$ cat config.mk
export PLATFORM = sky130hd
export DESIGN_NAME = write_register_file_16_bit
export DESIGN_NICKNAME = d
export VERILOG_FILES = /design/src/rtl/write_register_file_16_bit.sv
export SDC_FILE = /design/constraint.sdc
export NUM_CORES = 1
export LEC_CHECK = 0
export CAP_MARGIN = 20
export CELL_PAD_IN_SITES_DETAIL_PLACEMENT = 0
export CELL_PAD_IN_SITES_GLOBAL_PLACEMENT = 2
export CORE_MARGIN = 1
export CORE_UTILIZATION = 32
export DETAILED_ROUTE_END_ITERATION = 12
export GPL_TIMING_DRIVEN = 0
export PLACE_DENSITY_LB_ADDON = 0.25
export SYNTH_ARGS = -nofsm -noshare
export SYNTH_HDL_FRONTEND = slang
export SYNTH_SLANG_ARGS = --single-unit
$ cat constraint.sdc
create_clock -name clk -period 5.35 [get_ports clk]
set_clock_uncertainty 0.2 [all_clocks]
set_input_delay 0.8025 -clock clk [delete_from_list [all_inputs] [get_ports clk]]
set_output_delay 0.8025 -clock clk [all_outputs]
set_load 0.01 [all_outputs]
$ cat src/rtl/write_register_file_16_bit.sv
// 16 x 16-bit register file: write port, sequenced clear-all, flat read bus.
// Optional: REG_ZERO_HARDWIRED_EN makes register 0 a constant zero.
module write_register_file_16_bit #(
  parameter int WIDTH  = 16,
  parameter int DEPTH  = 16,
  parameter int ADDR_W = 4
) (
  input  logic                   clk,
  input  logic                   rst_n,
  input  logic                   wr_valid,
  output logic                   wr_ready,
  input  logic [ADDR_W-1:0]      wr_addr,
  input  logic [WIDTH-1:0]       wr_data,
  input  logic                   clr_req,
  output logic                   busy,
  output logic                   clr_done,
  output logic [WIDTH*DEPTH-1:0] registers_flat
);

`ifdef REG_ZERO_HARDWIRED_EN
  localparam bit HARD_ZERO = 1'b1;
`else
  localparam bit HARD_ZERO = 1'b0;
`endif

  localparam logic [ADDR_W-1:0] LAST = ADDR_W'(DEPTH - 1);

  typedef enum logic {
    IDLE,
    CLEAR
  } state_t;

  state_t            state;
  state_t            state_nxt;
  logic [ADDR_W-1:0] idx;
  logic              wr_en;
  logic              clr_en;
  logic              clr_last;

  always_ff @(posedge clk or negedge rst_n) begin
    if (!rst_n) state <= IDLE;
    else        state <= state_nxt;
  end

  always_comb begin
    state_nxt = state;
    unique case (state)
      IDLE:  if (clr_req)  state_nxt = CLEAR;
      CLEAR: if (clr_last) state_nxt = IDLE;
      default: state_nxt = IDLE;
    endcase
  end

  always_comb begin
    wr_ready = 1'b0;
    busy     = 1'b0;
    unique case (state)
      IDLE:  wr_ready = 1'b1;
      CLEAR: busy     = 1'b1;
      default: ;
    endcase
  end

  assign wr_en    = wr_valid & wr_ready;
  assign clr_en   = busy;
  assign clr_last = clr_en & (idx == LAST);

  // index wraps 15->0 exactly as the clear hands back to IDLE
  always_ff @(posedge clk or negedge rst_n) begin
    if (!rst_n)      idx <= '0;
    else if (clr_en) idx <= idx + 1'b1;
    else if (clr_req) idx <= '0;
  end

  always_ff @(posedge clk or negedge rst_n) begin
    if (!rst_n) clr_done <= 1'b0;
    else        clr_done <= clr_last;
  end

  for (genvar i = 0; i < DEPTH; i++) begin : g_reg
    logic [WIDTH-1:0] q;
    if (HARD_ZERO && i == 0) begin : g_zero
      assign q = '0;
    end else begin : g_ff
      always_ff @(posedge clk or negedge rst_n) begin
        if (!rst_n)
          q <= '0;
        else if (clr_en && idx == ADDR_W'(i))
          q <= '0;
        else if (wr_en && wr_addr == ADDR_W'(i))
          q <= wr_data;
      end
    end
    assign registers_flat[WIDTH*i +: WIDTH] = q;
  end

endmodule

==> results of run 1 <==
## sequential cells by signal, indices dropped and copies added (netlist names)
register / count
g.q: 256
idx: 4
clr_done: 1
state: 1
## cell type report
cell class | instances | area [um^2] | area share
plain buffers | 130 | 764.5 | 0.04872
clock buffers | 46 | 892.1 | 0.05685
clock inverters | 8 | 43.79 | 0.002791
inverters | 4 | 15.01 | 0.0009568
multi-input cells | 824 | 4119 | 0.2625
flip-flops and latches | 262 | 6556 | 0.4178
well taps | 455 | 569.3 | 0.03628
repair buffers | 269 | 2733 | 0.1741
## critical path: cells and delay by family, from the launching register on
| family | cells | cell delay (ns) |
|---|---|---|
| flops | 1 | 0.52 |
| buf+inv | 4 | 1.09 |
## cell families after synthesis
family	share of synthesized area
AND/OR/NAND/NOR	0.2358
XOR/XNOR	0.001529
buffers and inverters	0.06805
flip-flops	0.5724
multiplexers	0.0009830
AO/OA/AOI/OAI	0.1169
adder cells (fa/ha/maj)	0.004369
## worst min-delay path by stage
stage	start	to	slack, ns
floorplan	rst_n	clr_done	0.31
global placement	g_reg[9].q[7]	g_reg[9].q[7]	0.31
detailed placement	g_reg[3].q[10]	g_reg[3].q[10]	0.31
CTS	g_reg[9].q[8]	g_reg[9].q[8]	0.32
global route	g_reg[5].q[1]	g_reg[5].q[1]	0.34
finish	g_reg[13].q[8]	g_reg[13].q[8]	0.32
## layout by cell type, fill, tap and decap left out, types with 6 or more instances in the layout
master	instances
clkbuf_8	6
buf_2	66
nand2_1	259
buf_1	10
o21ai_0	168
clkbuf_16	31
buf_6	12
o21ai_1	78
nand3_1	257
clkbuf_1	36
buf_4	6
clkinv_2	7
o21ai_2	10
buf_8	8
dfrtp_1	262
clkdlybuf4s50_1	265
and2_4	12
## per-layer routing
metal | global-route usage | routed length (um) | vias to the layer above
met2 | 0.3641 | 19820 | 383
met5 | 0 | 0 | -
met3 | 0.05361 | 3102 | 49
met4 | 0.05464 | 879 | 0
met1 | 0.3490 | 20600 | 5140
li1 | - | - | 4771
## power by group through the flow
stage	sequential [mW]	combinational, mW	clock (mW)
global placement	3.50	3.71	0
CTS	3.48	3.76	2.01
global route	3.58	4.03	2.10
finish	3.48	3.72	1.97
detailed placement	3.49	3.74	0
floorplan	3.78	1.04	0
## timing repair
| item | in CTS | in global routing |
|---|---|---|
| hold buffers | 1 | 0 |
| resized for setup | 0 | 0 |
| endpoints found under the hold margin | 41 | 0 |
==> results_dict.tcl, run 1 <==
set metrics [dict create \
    routed_wirelength_um 44400 \
    p_clk_frac 0.215 \
    clk_pin_slew_ns 0.06 \
    drc 0 \
    crit_path_frequent_cell "buf_6" \
    yosysUniqueCellTypes 35 \
    grt_pass1_wl_um 65660 \
    fin_util 0.4499 \
    dp_hpwl_um 30760 \
    grt_pass1_vias 9984 \
    cap_violations 0 \
    root_buffer "clkbuf_16" \
    cts_setup_buffers 0 \
    via_count 10340 \
    reg2reg_to "g_reg[3].q[12]" \
    drive_above_1_share 0.1121 \
    htreeDepth 1 \
    post-place-ws_ns 2.389 \
    cp.required_ns 4.35 \
    grt_overflow 0 \
    slowest_delay_ns 0.59 \
    die_x_um 191.2 \
    p_switching_mw 3.212 \
    place_area_mm2 0.01475 \
    critPathSlowestCell "clkdlybuf4s50_1" \
    grt_max_degree 113 \
    crit_chain "buf_6 > buf_6 > inv_1 > clkdlybuf4s50_1" \
    fin_crit_sh 0.5937 \
    period_minus_slack_ns 3.176 \
    fmax_mhz 314.9 \
    vias_per_cell 5.177 \
    num_antenna_cells 0 \
    finalNetCount 1549 \
    numCtsBuffers 30 \
    startpoint "state" \
    cp-start-kind "register" \
    p_leak_nw 6.573 \
    endpoint "wr_ready" \
    seqPwrFrac 0.379 \
    status "completed" \
    synth.area.top_cells "dfrtp_1, nand3_1, nand2_1, o21ai_0, o21ai_1" \
    setup_viol 0 \
    synthCells 1220 \
    die_area_mm2 0.03656 \
    rrSetupSlack_ns 2.98 \
    clock-sinks 262 \
    p_sw_frac 0.3503 \
    drt_iter0_drc 859 \
    yosysSeqAreaShare 0.5724 \
    hold_depth 2 \
    ios 283 \
    num_rows 68 \
    synth_warnings 0 \
    final_area_mm2 0.01569 \
    ys_async_sr_fraction 1.000 \
    clockBufferDepth 3 \
    tightestPinTransition_ns 0.7648 \
    internal_power_mw 5.957 \
    ant_nets 0 \
    initial_core_util 0.3284 \
    hold_ws_ns 0.3164 \
    nFillCells 3452 \
    finalHoldViolCount 0 \
    ys_ff_latch 262 \
    r2r_start "idx[0]" \
    synth_most_common_cell "dfrtp_1" \
    ir_worst_vdd_mv 0.2790 \
    final_cells 1998 \
    core_area_mm2 0.03488 \
    worst-r2r-cell-count 7 \
    worstPathArrival_ns 2.17 \
    grtUsageTotal 0.2408 \
    avgRoutedWirePerCell_um 22.22 \
    synthTopCellsByCount "dfrtp_1, nand2_1, nand3_1" \
    rsz0062_at_grt "no" \
    firstDrtPassIters 7 \
    synth-main-ff-cell "dfrtp_1" \
    max_slew_margin 0.4902 \
    synth_top_area_frac 0.5724 \
    critPathMaxFanout 10 \
    synth-edff-count 0 \
    finalSetupTns_ns 0 \
    power_density_mw_per_mm2 584.3 \
    areaGrowthSynthToFinish_pct 37.00 \
    gp_congestion 0.7922 \
    comb_power_share 0.406 \
    die_h_um 191.2 \
    crit_type "register to primary output" \
    placed_cells 1943 \
    syn_area_mm2 0.01145 \
    slew_viol_final 0 \
    end_kind "primary output" \
    io_buffer_count 266 \
    hp-class "register to register" \
    syn-num-nets 1248 \
    clk_latency_ns 0.56 \
    synth_area_per_cell_um2 9.389 \
    antenna_found_initial 0 \
    final.setup.worst_slack_ns 2.174 \
    cts_tree "yes" \
    synth_area_leader_cell "dfrtp_1" \
    total_power_mw 9.169 \
]
(Power assumes the default switching activity.)
==> run 2: changes to the inputs <==
- CORE_UTILIZATION: 32 -> 27
- clock period: 5.35 -> 2.9 ns (I/O delays scaled with it)
==> run 2 against run 1 <==
Compared with the run above:
- power increased by 89%
- design area up 1.3%
- sequential cell count stayed put
- die area up 18%
- via count is 0.73% lower
- combinational power grew 85%
- worst setup slack got worse by 2.1 ns
- sequential power grew 84%
- wire length up 6.6%
- clock-buffer cell count up 3
- critical endpoint unchanged
- highest routed layer unchanged
- largest cell class unchanged
- largest power group unchanged
- register-to-register slack got worse by 2.4 ns
- utilization fell by 7.0 points
==> results_dict.tcl, run 2 (same netlist as run 1, synthesis figures left out) <==
set metrics [dict create \
    hold_depth 3 \
    gp_congestion 0.7916 \
    firstDrtPassIters 6 \
    period_minus_slack_ns 2.792 \
    worstPathArrival_ns 2.16 \
    crit_type "register to primary output" \
    largest_register_ffs 256 \
    io_buffer_count 266 \
    finalHoldViolCount 0 \
    cp.required_ns 2.27 \
    rsz0062_at_grt "no" \
    drc 0 \
    finalSetupTns_ns 0 \
    numCtsBuffers 31 \
    hp-class "primary input to register" \
    crit_path_frequent_cell "buf_6" \
    num_rows 75 \
    core_area_mm2 0.04185 \
    cts_tree "yes" \
    slowest_delay_ns 0.60 \
    worst-r2r-cell-count 7 \
    final_common_cell "clkdlybuf4s50_1" \
    setup_viol 0 \
    slew_viol_final 0 \
    clockBufferDepth 3 \
    die_area_mm2 0.04325 \
    critPathSlowestCell "clkdlybuf4s50_1" \
    die_x_um 208.0 \
    grt_max_degree 106 \
    grt_pass1_vias 10290 \
    grt_pass1_wl_um 70040 \
    final_cells 2083 \
    reg_top3 "g.q x256, idx x4" \
    cts_setup_buffers 0 \
    via_count 10270 \
    cap_violations 0 \
    p_leak_nw 6.615 \
    grtUsageTotal 0.2165 \
    htreeDepth 1 \
    clk_pin_slew_ns 0.06 \
    critPathMaxFanout 10 \
    fmax_mhz 358.2 \
    vias_per_cell 4.929 \
    total_power_mw 17.29 \
    die_h_um 208.0 \
    dp_hpwl_um 32390 \
    crit_chain "buf_6 > buf_6 > inv_1 > clkdlybuf4s50_1" \
    ios 283 \
    max_slew_margin 0.5030 \
    ir_worst_vdd_mv 0.4901 \
    ant_nets 0 \
    avgRoutedWirePerCell_um 22.73 \
    placed_cells 2027 \
    grt_overflow 0 \
    final_area_mm2 0.01589 \
    layout_common_cells "clkdlybuf4s50_1, dfrtp_1, nand2_1" \
    antenna_found_initial 1 \
    drt_iter0_drc 682 \
    routed_wirelength_um 47340 \
    status "completed" \
    top_register "g.q" \
    clk_latency_ns 0.57 \
    tightestPinTransition_ns 0.7454 \
    finalNetCount 1550 \
    initial_core_util 0.2737 \
    end_kind "primary output" \
    power_density_mw_per_mm2 1088 \
    drive_above_1_share 0.1141 \
    hold_ws_ns 0.01545 \
    cp-start-kind "register" \
    place_area_mm2 0.01485 \
    clock-sinks 262 \
    root_buffer "clkbuf_16" \
    fin_crit_sh 0.9627 \
    areaGrowthSynthToFinish_pct 38.75 \
]
[run 2: cell count changes in the layout (fill, tap and decap cells not counted), sizes merged]
cell    previous run  this run
clkinv             8         3
bufinv             0         2
diode              0         1
clkbuf            75        78
[run 2: worst paths after layout]
| check | endpoint | slack (ns) | start |
|---|---|---|---|
| setup / recovery | wr_ready | 0.11 | state |
| hold / removal | g_reg[11].q[15] | 0.02 | wr_data[15] |
| setup reg to reg | g_reg[3].q[10] | 0.54 | idx[0] |
| hold reg to reg | g_reg[13].q[13] | 0.32 | g_reg[13].q[13] |
| max in group asynchronous | g_reg[5].q[9] | 1.34 | rst_n |
| min in group asynchronous | g_reg[10].q[8] | 0.22 | rst_n |
[run 2: what timing repair did]
action | 4_1_cts | 5_1_grt
endpoints found under the hold margin | 60 | 0
hold buffers | 1 | 0
endpoints found under the setup margin | 1 | 0
resized for setup | 1 | 0
[run 2: area by class of cell]
class | count | area [um^2]
Fill cell | 4314 | 25960
Multi-Input combinational cell | 824 | 4119
Sequential cell | 262 | 6558
Buffer | 130 | 764.5
Tap cell | 539 | 674.4
Clock buffer | 49 | 953.4
Clock inverter | 5 | 75.07
Inverter | 4 | 15.01
Timing Repair Buffer | 269 | 2733
Antenna cell | 1 | 2.502
[run 2: power by group]
part / switching, mW / total (mW) / internal, mW
sequential: 1.10 / 6.41 / 5.31
combinational: 3.30 / 6.89 / 3.58
clock: 1.59 / 3.99 / 2.40
[run 2: per-stage QoR]
stage | setup slack, ns | utilization
2_1_floorplan | 1.045 | -
3_3_place_gp | -11.06 | 0.3534
3_5_place_dp | 0.2199 | 0.3549
4_1_cts | 0.05564 | 0.3797
5_1_grt | 0.03060 | 0.3798
6_report | 0.1082 | 0.3798
[run 2: routing by layer]
metal | up-vias | GRT usage | wire length (um)
met4 | 0 | 0.03883 | 635
met1 | 5161 | 0.2952 | 21180
li1 | 4761 | - | -
met5 | - | 0 | 0
met3 | 43 | 0.05238 | 3211
met2 | 303 | 0.3514 | 22320
[run 2: critical path, delay by kind of cell (launching register included)]
kind | cells | cell delay, ns
buf+inv | 4 | 1.07
flops | 1 | 0.51
==> run 3: changes to the inputs <==
- RECOVER_POWER: unset -> 50
==> run 3 against run 2 <==
Compared with the run above:
- the flow now finishes with violations (max-capacitance violations, max-slew violations)
- critical path type unchanged
- highest routed layer unchanged
- sequential cell count unchanged
- largest cell class unchanged
- die area stayed put
- power fell by 0.76%
==> results_dict.tcl, run 3 (same netlist as run 1, synthesis figures left out) <==
set metrics [dict create \
    tightestPinTransition_ns 1.694 \
    grt_overflow 0 \
    finalNetCount 1550 \
    period_minus_slack_ns 2.781 \
    rsz0062_at_grt "no" \
    finalHoldViolCount 0 \
    slew_viol_final 61 \
    cp.required_ns 2.27 \
    nFillCells 4323 \
    dp_hpwl_um 32390 \
    max_slew_margin -0.1296 \
    hold_depth 3 \
    reg2reg_to "g_reg[15].q[14]" \
    avgRoutedWirePerCell_um 22.73 \
    vias_per_cell 4.945 \
    htreeDepth 1 \
    routed_wirelength_um 47340 \
    initial_core_util 0.2737 \
    status "finished, violations left" \
    grtUsageTotal 0.2165 \
    clk_pin_slew_ns 0.06 \
    num_rows 75 \
    p_leak_nw 6.600 \
    die_x_um 208.0 \
    firstDrtPassIters 5 \
    ant_nets 0 \
    cap_violations 1 \
    final_common_cell "dfrtp_1" \
    cts_setup_buffers 0 \
    worstPathArrival_ns 2.15 \
    cp-start-kind "register" \
    holdCritStartpoint "wr_data[15]" \
    numCtsBuffers 31 \
    drive_above_1_share 0.1056 \
    clk_latency_ns 0.57 \
    hold_end "g_reg[11].q[15]" \
    grt_pass1_wl_um 70040 \
    gp_congestion 0.7916 \
    reg_top3 "g.q x256, idx x4" \
    setup_viol 0 \
    cts_tree "yes" \
    hp-class "primary input to register" \
    grt_max_degree 106 \
    rrSetupSlack_ns 0.23 \
    post-place-ws_ns 0.2199 \
    ir_worst_vdd_mv 0.4799 \
    layout_common_cells "dfrtp_1, nand2_1, nand3_1" \
    worst-r2r-cell-count 6 \
    top_register "g.q" \
    crit_type "register to primary output" \
    grt_pass1_vias 10290 \
    core_area_mm2 0.04185 \
    root_buffer "clkbuf_16" \
    largest_register_ffs 256 \
    via_count 10300 \
    die_area_mm2 0.04325 \
    clockBufferDepth 3 \
    power_density_mw_per_mm2 1088 \
    r2r_start "state" \
    antenna_found_initial 1 \
    final.setup.worst_slack_ns 0.1187 \
    io_buffer_count 266 \
    drc 0 \
    die_h_um 208.0 \
    ios 283 \
    violations "max-capacitance violations, max-slew violations" \
    final_cells 2083 \
    critPathMaxFanout 10 \
    drt_iter0_drc 667 \
    areaGrowthSynthToFinish_pct 37.71 \
    placed_cells 2027 \
    fin_crit_sh 0.9591 \
    fmax_mhz 359.5 \
    clock-sinks 262 \
    end_kind "primary output" \
]
==> run 3: cell count changes in the layout (fill, tap and decap cells not counted), sizes merged <==
cell,previous run,this run
buf,104,88
clkbuf,78,94
clkdlybuf4s50,265,242
dlygate4sd3,1,24
==> run 3: area by class of cell <==
type                    count  area, um^2  share of cell area
plain buffers             130       684.4             0.04339
inverters                   4       15.01           0.0009519
diodes                      1       2.502           0.0001586
repair buffers            269        2723              0.1726
well taps                 539       674.4             0.04275
flip-flops and latches    262        6558              0.4157
clock inverters             5       75.07            0.004759
multi-input cells         824        4089              0.2592
clock buffers              49       953.4             0.06044
==> run 3: repair_timing <==
item	4_1_cts	5_1_grt
resized for setup	1	0
setup endpoints to repair	1	0
hold buffers	1	0
endpoints found under the hold margin	60	0
==> run 3: power by group <==
group          leakage [nW]  switching (mW)  internal [mW]
Clock                 0.509            1.59           2.40
Sequential             3.53            1.10           5.31
Combinational          2.56            3.27           3.50
Total                  6.60            5.95           11.2
==> run 3: critical path, stage by stage (launching register included) <==
cell	delay (ns)
dfrtp_2	0.50
buf_6	0.18
buf_6	0.15
inv_1	0.14
clkdlybuf4s50_1	0.61
==> run 3: worst max path at each step <==
stage,startpoint,endpoint,cells past startpoint
3_3_place_gp,rst_n,g_reg[1].q[11],1
4_1_cts,state,wr_ready,4
5_1_grt,state,wr_ready,4
2_1_floorplan,idx[0],g_reg[3].q[10],7
6_report,state,wr_ready,4
3_5_place_dp,wr_addr[2],g_reg[3].q[14],6
==> run 3: stage by stage <==
stage	instance area, um^2	util	hold WS [ns]	setup TNS, ns	total power [mW]
after floorplan	11450	-	-0.06059	0	8.888
after global placement	14790	0.3534	0.3045	-2889.95	13.35
after detailed placement	14850	0.3549	0.2231	0	13.40
after CTS	15890	0.3797	0.001694	0	17.47
after global routing	15770	0.3769	0.01549	0	18.17
final	15770	0.3769	0.02148	0	17.16
==> run 3: routing by layer <==
metal / routed length [um] / GRT usage / up-vias
met1: 20920 / 0.2952 / 5162
li1: - / - / 4762
met3: 3453 / 0.05238 / 45
met5: 0 / 0 / -
met4: 673 / 0.03883 / 0
met2: 22300 / 0.3514 / 331
